## src/rtl/mips_pkg.sv

```systemverilog
// Shared definitions for the MIPS cores: opcodes, functs, ALU codes, mux encodings, control FSM states.
package mips_pkg;

  localparam int unsigned OP_W       = 6;
  localparam int unsigned FUNCT_W    = 6;
  localparam int unsigned ALU_CTRL_W = 3;
  localparam int unsigned STATE_W    = 4;

  localparam logic [OP_W-1:0] OP_RTYPE = 6'b000000;
  localparam logic [OP_W-1:0] OP_LW    = 6'b100011;
  localparam logic [OP_W-1:0] OP_SW    = 6'b101011;
  localparam logic [OP_W-1:0] OP_BEQ   = 6'b000100;
  localparam logic [OP_W-1:0] OP_ADDI  = 6'b001000;
  localparam logic [OP_W-1:0] OP_J     = 6'b000010;

  localparam logic [FUNCT_W-1:0] FN_ADD = 6'h20;
  localparam logic [FUNCT_W-1:0] FN_SUB = 6'h22;
  localparam logic [FUNCT_W-1:0] FN_AND = 6'h24;
  localparam logic [FUNCT_W-1:0] FN_OR  = 6'h25;
  localparam logic [FUNCT_W-1:0] FN_SLT = 6'h2A;

  localparam logic [ALU_CTRL_W-1:0] ALU_AND = 3'b000;
  localparam logic [ALU_CTRL_W-1:0] ALU_OR  = 3'b001;
  localparam logic [ALU_CTRL_W-1:0] ALU_ADD = 3'b010;
  localparam logic [ALU_CTRL_W-1:0] ALU_SUB = 3'b110;
  localparam logic [ALU_CTRL_W-1:0] ALU_SLT = 3'b111;

  localparam logic [1:0] ALUOP_ADD   = 2'b00;
  localparam logic [1:0] ALUOP_SUB   = 2'b01;
  localparam logic [1:0] ALUOP_FUNCT = 2'b10;

  localparam logic [1:0] PC_ALU    = 2'b00;
  localparam logic [1:0] PC_ALUOUT = 2'b01;
  localparam logic [1:0] PC_JUMP   = 2'b10;

  localparam logic [1:0] SRCB_RT     = 2'b00;
  localparam logic [1:0] SRCB_FOUR   = 2'b01;
  localparam logic [1:0] SRCB_IMM    = 2'b10;
  localparam logic [1:0] SRCB_IMM_SH = 2'b11;

  typedef enum logic [STATE_W-1:0] {
    S_IDLE   = 4'd0,
    S_FETCH  = 4'd1,
    S_DECODE = 4'd2,
    S_MEMADR = 4'd3,
    S_MEMRD  = 4'd4,
    S_MEMWB  = 4'd5,
    S_MEMWR  = 4'd6,
    S_EXEC   = 4'd7,
    S_ALUWB  = 4'd8,
    S_BRANCH = 4'd9,
    S_ADDIEX = 4'd10,
    S_ADDIWB = 4'd11,
    S_JUMP   = 4'd12,
    S_ERR    = 4'd13
  } state_t;

  // Moore part of the control word, registered alongside the state.
  typedef struct packed {
    logic       pc_en;
    logic [1:0] pc_src;
    logic       iord;
    logic       mem_read;
    logic       mem_write;
    logic       reg_dst;
    logic       mem_to_reg;
    logic       reg_write;
    logic       alu_src_a;
    logic [1:0] alu_src_b;
    logic       instr_done;
    logic       illegal_op;
  } ctrl_t;

  function automatic logic funct_legal(input logic [FUNCT_W-1:0] f);
    return (f == FN_ADD) || (f == FN_SUB) || (f == FN_AND) || (f == FN_OR) || (f == FN_SLT);
  endfunction

endpackage

```

## src/rtl/alu_decoder.sv

```systemverilog
// Maps the main-control aluop and the R-type funct field to the ALU operation code.
module alu_decoder
  import mips_pkg::*;
(
  input  logic [1:0]            aluop,
  input  logic [FUNCT_W-1:0]    funct,
  output logic [ALU_CTRL_W-1:0] alu_ctrl
);

  always_comb begin
    alu_ctrl = ALU_ADD;
    case (aluop)
      ALUOP_ADD: alu_ctrl = ALU_ADD;
      ALUOP_SUB: alu_ctrl = ALU_SUB;
      ALUOP_FUNCT: begin
        case (funct)
          FN_ADD:  alu_ctrl = ALU_ADD;
          FN_SUB:  alu_ctrl = ALU_SUB;
          FN_AND:  alu_ctrl = ALU_AND;
          FN_OR:   alu_ctrl = ALU_OR;
          FN_SLT:  alu_ctrl = ALU_SLT;
          default: alu_ctrl = ALU_ADD;
        endcase
      end
      default: alu_ctrl = ALU_ADD;
    endcase
  end

endmodule

```

## src/rtl/mips_multicycle_ctrl.sv

```systemverilog
// Multicycle MIPS control FSM: sequences fetch/decode/execute/memory/writeback and traps illegal ops.
module mips_multicycle_ctrl
  import mips_pkg::*;
#(
  parameter bit MEM_WAIT = 1'b1
) (
  input  logic                  clk,
  input  logic                  rst,
  input  logic [OP_W-1:0]       op,
  input  logic [FUNCT_W-1:0]    funct,
  input  logic                  zero,
  input  logic                  mem_ready,
  output logic                  pc_en,
  output logic [1:0]            pc_src,
  output logic                  iord,
  output logic                  mem_read,
  output logic                  mem_write,
  output logic                  ir_write,
  output logic                  reg_dst,
  output logic                  mem_to_reg,
  output logic                  reg_write,
  output logic                  alu_src_a,
  output logic [1:0]            alu_src_b,
  output logic [ALU_CTRL_W-1:0] alu_ctrl,
  output logic                  instr_done,
  output logic                  illegal_op
);

  state_t                  state, state_d;
  ctrl_t                   ctrl_d, ctrl_q;
  logic [1:0]              aluop_d;
  logic                    alu_use_d;
  logic [ALU_CTRL_W-1:0]   alu_dec, alu_ctrl_q;
  logic                    rdy;

  assign rdy = MEM_WAIT ? mem_ready : 1'b1;

  alu_decoder u_alu_decoder (
    .aluop    (aluop_d),
    .funct    (funct),
    .alu_ctrl (alu_dec)
  );

  // Next state, then the Moore control word of the state being entered.
  always_comb begin
    state_d   = state;
    ctrl_d    = '0;
    aluop_d   = ALUOP_ADD;
    alu_use_d = 1'b0;

    case (state)
      S_IDLE:   state_d = S_FETCH;
      S_FETCH:  state_d = rdy ? S_DECODE : S_FETCH;
      S_DECODE: begin
        case (op)
          OP_RTYPE:      state_d = funct_legal(funct) ? S_EXEC : S_ERR;
          OP_LW, OP_SW:  state_d = S_MEMADR;
          OP_BEQ:        state_d = S_BRANCH;
          OP_ADDI:       state_d = S_ADDIEX;
          OP_J:          state_d = S_JUMP;
          default:       state_d = S_ERR;
        endcase
      end
      S_MEMADR: state_d = (op == OP_LW) ? S_MEMRD : S_MEMWR;
      S_MEMRD:  state_d = rdy ? S_MEMWB : S_MEMRD;
      S_MEMWR:  state_d = rdy ? S_FETCH : S_MEMWR;
      S_EXEC:   state_d = S_ALUWB;
      S_ADDIEX: state_d = S_ADDIWB;
      S_MEMWB, S_ALUWB, S_BRANCH, S_ADDIWB, S_JUMP: state_d = S_FETCH;
      S_ERR:    state_d = S_ERR;
      default:  state_d = S_IDLE;
    endcase

    case (state_d)
      S_FETCH: begin
        ctrl_d.mem_read  = 1'b1;
        ctrl_d.alu_src_b = SRCB_FOUR;
        alu_use_d        = 1'b1;
      end
      S_DECODE: begin
        ctrl_d.alu_src_b = SRCB_IMM_SH;
        alu_use_d        = 1'b1;
      end
      S_MEMADR, S_ADDIEX: begin
        ctrl_d.alu_src_a = 1'b1;
        ctrl_d.alu_src_b = SRCB_IMM;
        alu_use_d        = 1'b1;
      end
      S_MEMRD: begin
        ctrl_d.mem_read = 1'b1;
        ctrl_d.iord     = 1'b1;
      end
      S_MEMWB: begin
        ctrl_d.reg_write  = 1'b1;
        ctrl_d.mem_to_reg = 1'b1;
        ctrl_d.instr_done = 1'b1;
      end
      S_MEMWR: begin
        ctrl_d.mem_write = 1'b1;
        ctrl_d.iord      = 1'b1;
      end
      S_EXEC: begin
        ctrl_d.alu_src_a = 1'b1;
        ctrl_d.alu_src_b = SRCB_RT;
        aluop_d          = ALUOP_FUNCT;
        alu_use_d        = 1'b1;
      end
      S_ALUWB: begin
        ctrl_d.reg_write  = 1'b1;
        ctrl_d.reg_dst    = 1'b1;
        ctrl_d.instr_done = 1'b1;
      end
      S_BRANCH: begin
        ctrl_d.alu_src_a  = 1'b1;
        ctrl_d.alu_src_b  = SRCB_RT;
        ctrl_d.pc_src     = PC_ALUOUT;
        ctrl_d.instr_done = 1'b1;
        aluop_d           = ALUOP_SUB;
        alu_use_d         = 1'b1;
      end
      S_ADDIWB: begin
        ctrl_d.reg_write  = 1'b1;
        ctrl_d.instr_done = 1'b1;
      end
      S_JUMP: begin
        ctrl_d.pc_src     = PC_JUMP;
        ctrl_d.pc_en      = 1'b1;
        ctrl_d.instr_done = 1'b1;
      end
      S_ERR:   ctrl_d.illegal_op = 1'b1;
      default: ctrl_d = '0;
    endcase
  end

  always_ff @(posedge clk or negedge rst) begin
    if (!rst) begin
      state      <= S_IDLE;
      ctrl_q     <= '0;
      alu_ctrl_q <= '0;
    end else begin
      state      <= state_d;
      ctrl_q     <= ctrl_d;
      alu_ctrl_q <= alu_use_d ? alu_dec : ALU_CTRL_W'(0);
    end
  end

  // Handshake-qualified strobes act in the same cycle as the input they depend on.
  assign ir_write   = (state == S_FETCH) && rdy;
  assign pc_en      = ctrl_q.pc_en || ir_write || ((state == S_BRANCH) && zero);
  assign instr_done = ctrl_q.instr_done || ((state == S_MEMWR) && rdy);

  assign pc_src     = ctrl_q.pc_src;
  assign iord       = ctrl_q.iord;
  assign mem_read   = ctrl_q.mem_read;
  assign mem_write  = ctrl_q.mem_write;
  assign reg_dst    = ctrl_q.reg_dst;
  assign mem_to_reg = ctrl_q.mem_to_reg;
  assign reg_write  = ctrl_q.reg_write;
  assign alu_src_a  = ctrl_q.alu_src_a;
  assign alu_src_b  = ctrl_q.alu_src_b;
  assign alu_ctrl   = alu_ctrl_q;
  assign illegal_op = ctrl_q.illegal_op;

endmodule

```

## config.mk

```make
export PLATFORM = sky130hd
export DESIGN_NAME = mips_multicycle_ctrl
export DESIGN_NICKNAME = d
export VERILOG_FILES = /design/src/rtl/mips_pkg.sv /design/src/rtl/alu_decoder.sv /design/src/rtl/mips_multicycle_ctrl.sv
export SDC_FILE = /design/constraint.sdc
export NUM_CORES = 1
export LEC_CHECK = 0
export BUFFER_PORTS_ARGS = -buffer_cell sky130_fd_sc_hd__buf_2
export CAP_MARGIN = 20
export CELL_PAD_IN_SITES_DETAIL_PLACEMENT = 0
export CELL_PAD_IN_SITES_GLOBAL_PLACEMENT = 2
export CORE_MARGIN = 3
export CORE_UTILIZATION = 25
export DETAILED_ROUTE_END_ITERATION = 8
export HOLD_SLACK_MARGIN = 0.12
export PLACE_DENSITY_LB_ADDON = 0.1
export SKIP_CTS_REPAIR_TIMING = 1
export SLEW_MARGIN = 30
export SYNTH_ARGS = -nofsm -noshare
export SYNTH_HDL_FRONTEND = slang
export SYNTH_HIERARCHICAL = 1
export SYNTH_SLANG_ARGS = --single-unit
```

## constraint.sdc

```tcl
create_clock -name clk -period 4.3 [get_ports clk]
set_clock_uncertainty 0.05 [all_clocks]
set_input_delay 0.645 -clock clk [delete_from_list [all_inputs] [get_ports clk]]
set_output_delay 0.645 -clock clk [all_outputs]
set_load 0.01 [all_outputs]
```

# ---- Yosys cells after proc, flatten, opt, wreduce, memory -nomap -nowiden
# Index checks and enable logic that the tools add are counted.
dict set report classes {
  muxes 24
  n_eq_ne 38
  n_reduce_logical 21
}
# cell n
set op_table {}
lappend op_table {{$eq A4 B4 Y1 const B} 12}
lappend op_table {{$eq A6 B6 Y1 const B} 7}
lappend op_table {{$pmux W4 S9} 1}
lappend op_table {{$eq A4 B3 Y1 const B} 8}
lappend op_table {{$pmux W4 S5} 1}
lappend op_table {{$eq A4 B2 Y1 const B} 4}
lappend op_table {{$mux W1} 12}
lappend op_table {{$pmux W3 S4} 1}
lappend op_table {{$reduce_or A6 Y1} 2}
lappend op_table {{$eq A4 B1 Y1 const B} 2}
lappend op_table {{$pmux W2 S2} 2}
lappend op_table {{$reduce_or A2 Y1} 4}
lappend op_table {{$logic_or A1 B1 Y1} 7}
lappend op_table {{$eq A6 B2 Y1 const B} 1}
lappend op_table {{$eq A6 B3 Y1 const B} 1}
lappend op_table {{$eq A6 B4 Y1 const B} 1}
lappend op_table {{$logic_not A6 Y1} 1}
lappend op_table {{$mux W3} 2}
lappend op_table {{$pmux W2 S3} 1}
lappend op_table {{$pmux W3 S2} 1}
lappend op_table {{$reduce_or A5 Y1} 1}
lappend op_table {{$logic_not A4 Y1} 1}
lappend op_table {{$mux W2} 2}
lappend op_table {{$mux W4} 1}
lappend op_table {{5 further kinds} 7}
dict set report word_totals {
  wordCells 97
  input_bits 16
  reg_bits 21
}

# ---- Logic depth before layout (Yosys ltp)
# Gate-level depths: netlist of the first run.
dict set report logic_depth {
  ltp_word 13
  ltp_mapped 14
  mapped_depth_nobuf 13
}

# ---- Hierarchy
# The synthesis of the first run kept the hierarchy.
# mod area_each_um2 instances cells_each
set modules_own_cells {}
lappend modules_own_cells {mips_multicycle_ctrl 1156.1 1 117}
lappend modules_own_cells {alu_decoder 118.9 1 15}

# ---- Least setup slack after synthesis of the first run
# Ideal clock, no wire load.
dict set report synth_timing {
  path_kind {in2reg}
  from {input port op[0]}
  to {register alu_ctrl_q[2], in the netlist alu_ctrl[2]}
  t_arrival_ns 2.878
  setup_time_ns 0.083
  path_slack_ns 1.289
  n_path_buf 0
  required_time_ns 4.167
  path_stages 13
  path_cell_list {and3_1 a2111o_1 a21oi_1 nor2_1 inv_1 nand3_1 nor3_1 inv_1 ha_1 nand4bb_1 o22ai_1 inv_1 o22ai_1}
}
dict set report synth_via {
  elab_chain_cells 9
}
# element line
set synth_lines {}
lappend synth_lines {{from (decl)} mips_multicycle_ctrl.sv:9} ;# input logic [OP_W-1:0] op,
lappend synth_lines {{$eq A6 B6 Y1} mips_multicycle_ctrl.sv:55} ;# case (op)
lappend synth_lines {{$reduce_or A2 Y1} mips_multicycle_ctrl.sv:55}
lappend synth_lines {{$pmux W4 S5 (*)} mips_multicycle_ctrl.sv:55}
lappend synth_lines {{$pmux W4 S9 (*)} mips_multicycle_ctrl.sv:51} ;# case (state)
lappend synth_lines {{named net state_d[3]} mips_multicycle_ctrl.sv:29} ;# state_t state, state_d;
lappend synth_lines {{$eq A4 B4 Y1 or $eq A4 B3 Y1 (tied branches)} mips_multicycle_ctrl.sv:74} ;# case (state_d)
lappend synth_lines {{$pmux W2 S2 (*)} mips_multicycle_ctrl.sv:74}
lappend synth_lines {{named net aluop_d[0]} mips_multicycle_ctrl.sv:31} ;# logic [1:0] aluop_d;
lappend synth_lines {{$eq A2 B2 Y1 or $eq A2 B1 Y1 (tied branches)} alu_decoder.sv:12} ;# case (aluop)
lappend synth_lines {{$pmux W3 S2 (*)} alu_decoder.sv:12}
lappend synth_lines {{named net alu_dec[2]} mips_multicycle_ctrl.sv:33} ;# logic [ALU_CTRL_W-1:0] alu_dec, alu_ctrl_q;
lappend synth_lines {{$mux W3 (*)} mips_multicycle_ctrl.sv:143} ;# alu_ctrl_q <= alu_use_d ? alu_dec : ALU_CTRL_W'(0);
lappend synth_lines {{to (signal assigned)} mips_multicycle_ctrl.sv:143}
lappend synth_lines {{to (decl)} mips_multicycle_ctrl.sv:33}
# The timed path passes the listed nets; every way through them passes the cells marked *.

# ---- Worst setup path in the final report of the first run
# Ends and elaborated chain as after synthesis.

==> impl_results.md, run 1 <==
- Status: completed
- Cell Area, Synth: approximately 1300 sq um
- Clock Pin Slew Worst Setup and Hold Paths: 0.08 ns
- Die area: 5990 sq um
- Grt total ovfl: 0
- Worst-Margin Slew: 0.533 ns
- Placed insts: approximately 220
- Nets: 180
- HPWL after DPL: approximately 2.5 mm
- Avg WL per Cell: roughly 14 microns
- Worst Path Required: ~4.4 ns
- Number of buffers created by CTS: 3
- Largest net degree at the start of global routing: 22
- RSZ-0062 raised after global routing: no
- Crit start category: input port
- Fraction of layout cells with a size suffix above 1: between 20 and 30%
- Static leakage: ~0.00072 uW
- Setup TNS: 0 ns
- First-pass GRT wire length: approximately 5.5 mm
- Clock sinks: 21
- Syn Area/Cell: 9.66 sq um
- Antenna violations before repair: 0
- CP Capture Type: flop
- Global Route Usage Sum: around 11%
- Critical Path AT: approximately 3.5 ns
- Initial Util: roughly a quarter
- Clock buffer depth: 2
- FFs w/ async S/R, synth: between 90% and 100%
- DRT antenna net count: 0
- Register area share after synthesis: slightly above 40%
- Detailed Routing Iterations Pass 1: 4
- YS warnings: 6
- Post-synth EDFFs: 0
- Top reg by flops: state
- Hold Vio Cnt, Final: 0
- Design Power: 971 uW
- I/O pins: 34
- Max FO, Critical Path: 6
- Worst skew pair latency: about 0.26 ns
- Ys flop type: dfrtp_1
- Yosys cell types: 46
- Setup-failing EPs final: 0
- ANT cells: 0
- Cell Pwr Density: about 640 nW/um^2
- CTS H-tree lvls: 1
- Via density: between 4 and 5
- Fmax: 302 MHz
- Final wirelength: 3.18 mm
- Area grow syn2layout: 18.5%
- Height of the die: between 70 and 80 microns
- Routability cong.: approximately 0.78
- Core footprint: a little under 5000 sq um
- Max-Cap Viols: 0
- Tmin final: around 3.3 ns
- Number of buffers added on ports: 33
- Hold WC Path Type: in -> async
- Remaining DRCs: 0
- Initial DRC Count: 55
- Cell Rows: 25
- Peak VDD IR: ~0.17 mV
- Routed via count: 1065
- Number of global-route vias before repair: approximately 1100
- Largest register FFs: 4
- Slew Limit Headroom: 63.5%
- Die X: 77.4 microns
- Post-synth net total: 150
- Cell count after synthesis: ~130
- Final Non-Filler Cells: roughly 230
- Classification of the worst setup path: in -> reg
- TritonCTS clock tree: yes
- Clock root buffer: clkbuf_8
- Slew Viols, Final: 0
- FF+latch count, synth: 21
- Period Utilization, post-route: 77.1%
where the power goes:
group,leakage (uW),internal [uW],switching (uW)
combinational,0.000413,208,317
clock,0.0000255,64.5,65.6
sequential,0.000278,258,57.1
total,0.000717,530,440
worst max-delay path, stage by stage:
cell and delay (ns):
buf_2 0.11, and3_1 0.21, a2111o_1 0.36, a21oi_1 0.20, nor2_1 0.14, inv_1 0.17
nand3_1 0.24, nor3_1 0.29, inv_1 0.08, ha_1 0.34, nand4bb_1 0.22, o22ai_1 0.22
inv_1 0.06, o22ai_1 0.16
layout by cell type (no fill, tap or decap), types with 2 or more instances in the layout:
| cell type | netlist | final |
|---|---|---|
| nand4bb_1 | 2 | 2 |
| a21o_1 | 2 | 2 |
| xnor2_1 | 4 | 4 |
| nand2_1 | 5 | 5 |
| o41ai_1 | 2 | 2 |
| nor4b_1 | 3 | 3 |
| o31ai_1 | 3 | 3 |
| nand3_1 | 2 | 2 |
| inv_1 | 13 | 13 |
| a21oi_1 | 4 | 4 |
| ha_1 | 2 | 2 |
| mux2i_1 | 2 | 2 |
| clkbuf_8 | 0 | 3 |
| nor3_1 | 16 | 16 |
| a31oi_1 | 2 | 2 |
| o22ai_1 | 4 | 4 |
| o21ai_0 | 2 | 2 |
| o21bai_1 | 2 | 2 |
| dfrtp_1 | 21 | 21 |
| inv_2 | 3 | 3 |
| nor2_1 | 5 | 5 |
| nand2b_1 | 3 | 3 |
| buf_2 | 2 | 33 |
cell usage after synthesis (2+ instances only):
| master | count | area (sq um) |
|---|---|---|
| mux2i_1 | 2 | 20.0 |
| dfrtp_1 | 21 | 526 |
| inv_1 | 13 | 48.8 |
| nand3_1 | 2 | 10.0 |
| o21ai_0 | 2 | 10.0 |
| a31oi_1 | 2 | 12.5 |
| inv_2 | 3 | 11.3 |
| buf_4 | 5 | 37.5 |
| ha_1 | 2 | 25.0 |
| nor2_1 | 5 | 18.8 |
| nand2b_1 | 3 | 18.8 |
| nand4bb_1 | 2 | 22.5 |
| a21o_1 | 2 | 15.0 |
| o41ai_1 | 2 | 17.5 |
| buf_2 | 2 | 10.0 |
| nor4b_1 | 3 | 26.3 |
| o21bai_1 | 2 | 15.0 |
| xnor2_1 | 4 | 35.0 |
| o31ai_1 | 3 | 22.5 |
| nor3_1 | 16 | 80.1 |
| nand2_1 | 5 | 18.8 |
| o22ai_1 | 4 | 25.0 |
| a21oi_1 | 4 | 20.0 |
routing by layer:
metal  vias up  global-route usage, %  wire [microns]
met2        24                   19.4            1570
met3         4                   3.48             158
met5         -                      0               0
li1        533                      -               -
met4         0                   2.14              23
met1       504                   14.4            1420
cell families after synthesis:
family / after synthesis / share of synthesized area, %
AOI/OAI and AO/OA: 29 / 18.2
xor gates and xnor gates: 5 / 3.43
adders and majority gates: 2 / 1.96
DFF: 21 / 41.2
muxes: 3 / 2.45
and+or+nand+nor: 48 / 23.5
buffers and inverters: 24 / 9.32
path summary, 6_finish.rpt:
kind	start	end	slack, ns	depth (start not counted)
min in group clk	state[1]$_DFF_PN0_	mem_to_reg$_DFF_PN0_	0.64	2
min	rst	reg_dst$_DFF_PN0_	0.28	1
max reg2reg	state[1]$_DFF_PN0_	alu_ctrl[2]$_DFF_PN0_	1.11	13
max in group asynchronous	rst	ctrl_q[13]$_DFF_PN0_	3.59	1
max	op[0]	alu_ctrl[2]$_DFF_PN0_	0.98	14
min reg2reg	state[1]$_DFF_PN0_	mem_to_reg$_DFF_PN0_	0.64	2
final cells by class:
| class | count | area (sq um) |
|---|---|---|
| Fill cell | 524 | 3310 |
| Clock inverter | 1 | 5.00 |
| Sequential cell | 21 | 526 |
| Multi-Input combinational cell | 87 | 631 |
| Tap cell | 67 | 83.8 |
| Timing Repair Buffer | 33 | 165 |
| Clock buffer | 3 | 41.3 |
| Inverter | 16 | 60.1 |
metrics by stage:
| stage | hold slack (ns) | utilization (%) | instance area [sq um] | setup WS [ns] |
|---|---|---|---|---|
| 6_report | 0.283 | 31.4 | 1510 | 0.985 |
| 5_1_grt | 0.318 | 31.4 | 1510 | 0.733 |
| 4_1_cts | 0.294 | 31.4 | 1510 | 0.987 |
| 3_5_place_dp | 0.584 | 30.4 | 1470 | 0.730 |
| 3_3_place_gp | 0.581 | 30.4 | 1470 | 0.716 |
| 2_1_floorplan | 0.299 | - | 1270 | 1.29 |
(Power assumes the default switching activity.)
==> inputs of run 2 (changes only) <==
==> constraint.sdc (replaced) <==
create_clock -name clk -period 3.4 [get_ports clk]
set_clock_uncertainty 0.05 [all_clocks]
set_input_delay 0.51 -clock clk [delete_from_list [all_inputs] [get_ports clk]]
set_output_delay 0.51 -clock clk [all_outputs]
set_load 0.01 [all_outputs]
==> impl_results.md, run 2 (synthesized netlist as in run 1, its figures left out) <==
- Fraction of layout cells with a size suffix above 1: 30.3% (+1.1 points)
- Clock Pin Slew Worst Setup and Hold Paths: 0.07 ns (about the same)
- Cell Rows: 25 (unchanged)
- Fmax: between 300 and 400 MHz
- Setup TNS: 0 ns (unchanged)
- Peak VDD IR: 0.270 mV (+55%)
- Worst-Margin Slew: 0.512 ns (-0.0211 ns)
- Static leakage: 0.000733 uW (+2.2%)
- Slowest CP cell: dfrtp_1
- Nets: 184 (+2.2%)
- Initial Util: 26.5% (unchanged)
- Crit path cell chain: inv_1 > a2111o_1 > a21oi_1 > nor2_1 > inv_1 > nand3_1 > nor3_1 > inv_1 > ha_1 > nand4bb_1 > o22ai_1 > inv_1 > o22ai_1
- Initial DRC Count: 36 (-35%)
- Period Utilization, post-route: 86.9%
- Crit start category: flop
- Global Route Usage Sum: 11.3% (-0.14 points)
- Max FO, Critical Path: 6 (unchanged)
- Top reg by flops: state
- Final Non-Filler Cells: 232 (+1.8%)
- HPWL after DPL: 2.57 mm (+4.4%)
- R2r setup slk: 0.44 ns (-0.67 ns)
- I/O pins: 34 (unchanged)
- Design Power: 1280 uW (+32%)
- Fill count: 545 (+4.0%)
- Cell Pwr Density: 834 nW/um^2 (+30%)
- Most frequent cells in the layout: buf_2 (33), dfrtp_1 (21), nor3_1 (16)
- Worst Path Required: 3.53 ns (-0.90 ns)
- Placed insts: 228 (+1.8%)
- Number of buffers added on ports: 33 (unchanged)
- Antenna violations before repair: 0 (unchanged)
- DRT antenna net count: 0 (unchanged)
- Register area: 526 sq um (unchanged)
- ANT cells: 0 (unchanged)
- Routed via count: 1077 (+1.1%)
- Number of buffers created by CTS: 3 (unchanged)
- Setup-failing EPs final: 0 (unchanged)
- Via density: 4.64 (-0.62%)
- CTS H-tree lvls: 1 (unchanged)
- Clock sinks: 21 (unchanged)
- Detailed Routing Iterations Pass 1: 4 (unchanged)
- Remaining DRCs: 0 (unchanged)
- Clock root buffer: clkbuf_8
- Avg WL per Cell: 14.3 microns (+2.6%)
- Leading cell type in the layout, fill and taps excluded: buf_2
- Status: completed
- Die X: 77.4 microns (unchanged)
- Area grow syn2layout: 20.8%
- Clock buffer depth: 2 (unchanged)
- Crit. Startpoint: state[1]$_DFF_PN0_
- Classification of the worst setup path: reg -> reg
- Worst r2r src: state[1]$_DFF_PN0_
- Max-Cap Viols: 0 (unchanged)
- Core footprint: 4820 sq um (unchanged)
- Routability cong.: 0.790 (+1.7%)
- TritonCTS clock tree: yes
- Largest register FFs: 4 (unchanged)
- Grt total ovfl: 0 (unchanged)
- Multi-input logic area: 631 sq um (unchanged)
- Hold Vio Cnt, Final: 0 (unchanged)
- CP Capture Type: flop
- Slew Limit Headroom: 65.0% (+1.4 points)
- Tmin final: roughly 3 ns
- Final wirelength: 3.32 mm (+4.4%)
- RSZ-0062 raised after global routing: no
- Largest stage delay on the critical path: 0.44 ns (+0.08 ns)
- Critical Path AT: 3.09 ns (-0.36 ns)
- Height of the die: 77.4 microns (unchanged)
- First-pass GRT wire length: 5.38 mm (-2.4%)
- Worst skew pair latency: 0.26 ns (about the same)
- Die area: 5990 sq um (unchanged)
- Hold WC Path Type: in -> async
- Number of global-route vias before repair: 1068 (-2.3%)
- CP dominant cell by count: inv_1
- Slew Viols, Final: 0 (unchanged)
- Util after Layout: 32.0% (+0.60 points)
- Largest net degree at the start of global routing: 22 (unchanged)
run 2: changes by cell type in the layout (fill, tap and decap cells not counted):
cell,previous run,this run
buf_4,0,4
clkbuf_1,0,1
clkinv_2,1,0
run 2: final timing paths:
check	to	cells past startpoint
worst max-delay path	alu_ctrl[2]$_DFF_PN0_	13
worst max register to register	alu_ctrl[2]$_DFF_PN0_	13
worst min register to register	mem_to_reg$_DFF_PN0_	2
max in group asynchronous	alu_ctrl[2]$_DFF_PN0_	1
worst min-delay path	reg_dst$_DFF_PN0_	1
min in group clk	mem_to_reg$_DFF_PN0_	3
run 2: layout make-up:
cell class / count / area share, %
Clock buffer: 4 / 2.92
Inverter: 16 / 3.90
Multi-Input combinational cell: 87 / 40.9
Sequential cell: 21 / 34.1
Tap cell: 67 / 5.44
Timing Repair Buffer: 37 / 12.7
run 2: metrics by stage:
stage | worst slack [ns] | instance area [sq um] | hold WS, ns
after floorplan | 0.524 | 1270 | 0.164
after global placement | 0.227 | 1500 | 0.443
after detailed placement | 0.188 | 1500 | 0.446
after CTS | 0.413 | 1540 | 0.161
after global routing | 0.128 | 1540 | 0.174
final | 0.444 | 1540 | 0.148
run 2: power breakdown:
part	switching, uW	leakage (uW)	internal [uW]
registers	73.2	0.000278	327
logic	421	0.000432	302
clock network	78.5	0.0000228	83.4
run 2: critical path: cells and delay by family, from the launching register on:
kind	cells	cell delay, ns
flops	1	0.44
simple gates	4	0.70
buf+inv	4	0.43
fa+ha+maj	1	0.34
compound gates	4	0.92
run 2: metal layers:
layer / vias to the layer above / track usage [%] / share of wire, %
met2: 18 / 20.6 / 51
met5: - / 0 / 0
met4: 0 / 1.07 / 0
met1: 516 / 13.8 / 45
met3: 0 / 3.02 / 3.3
li1: 543 / - / -
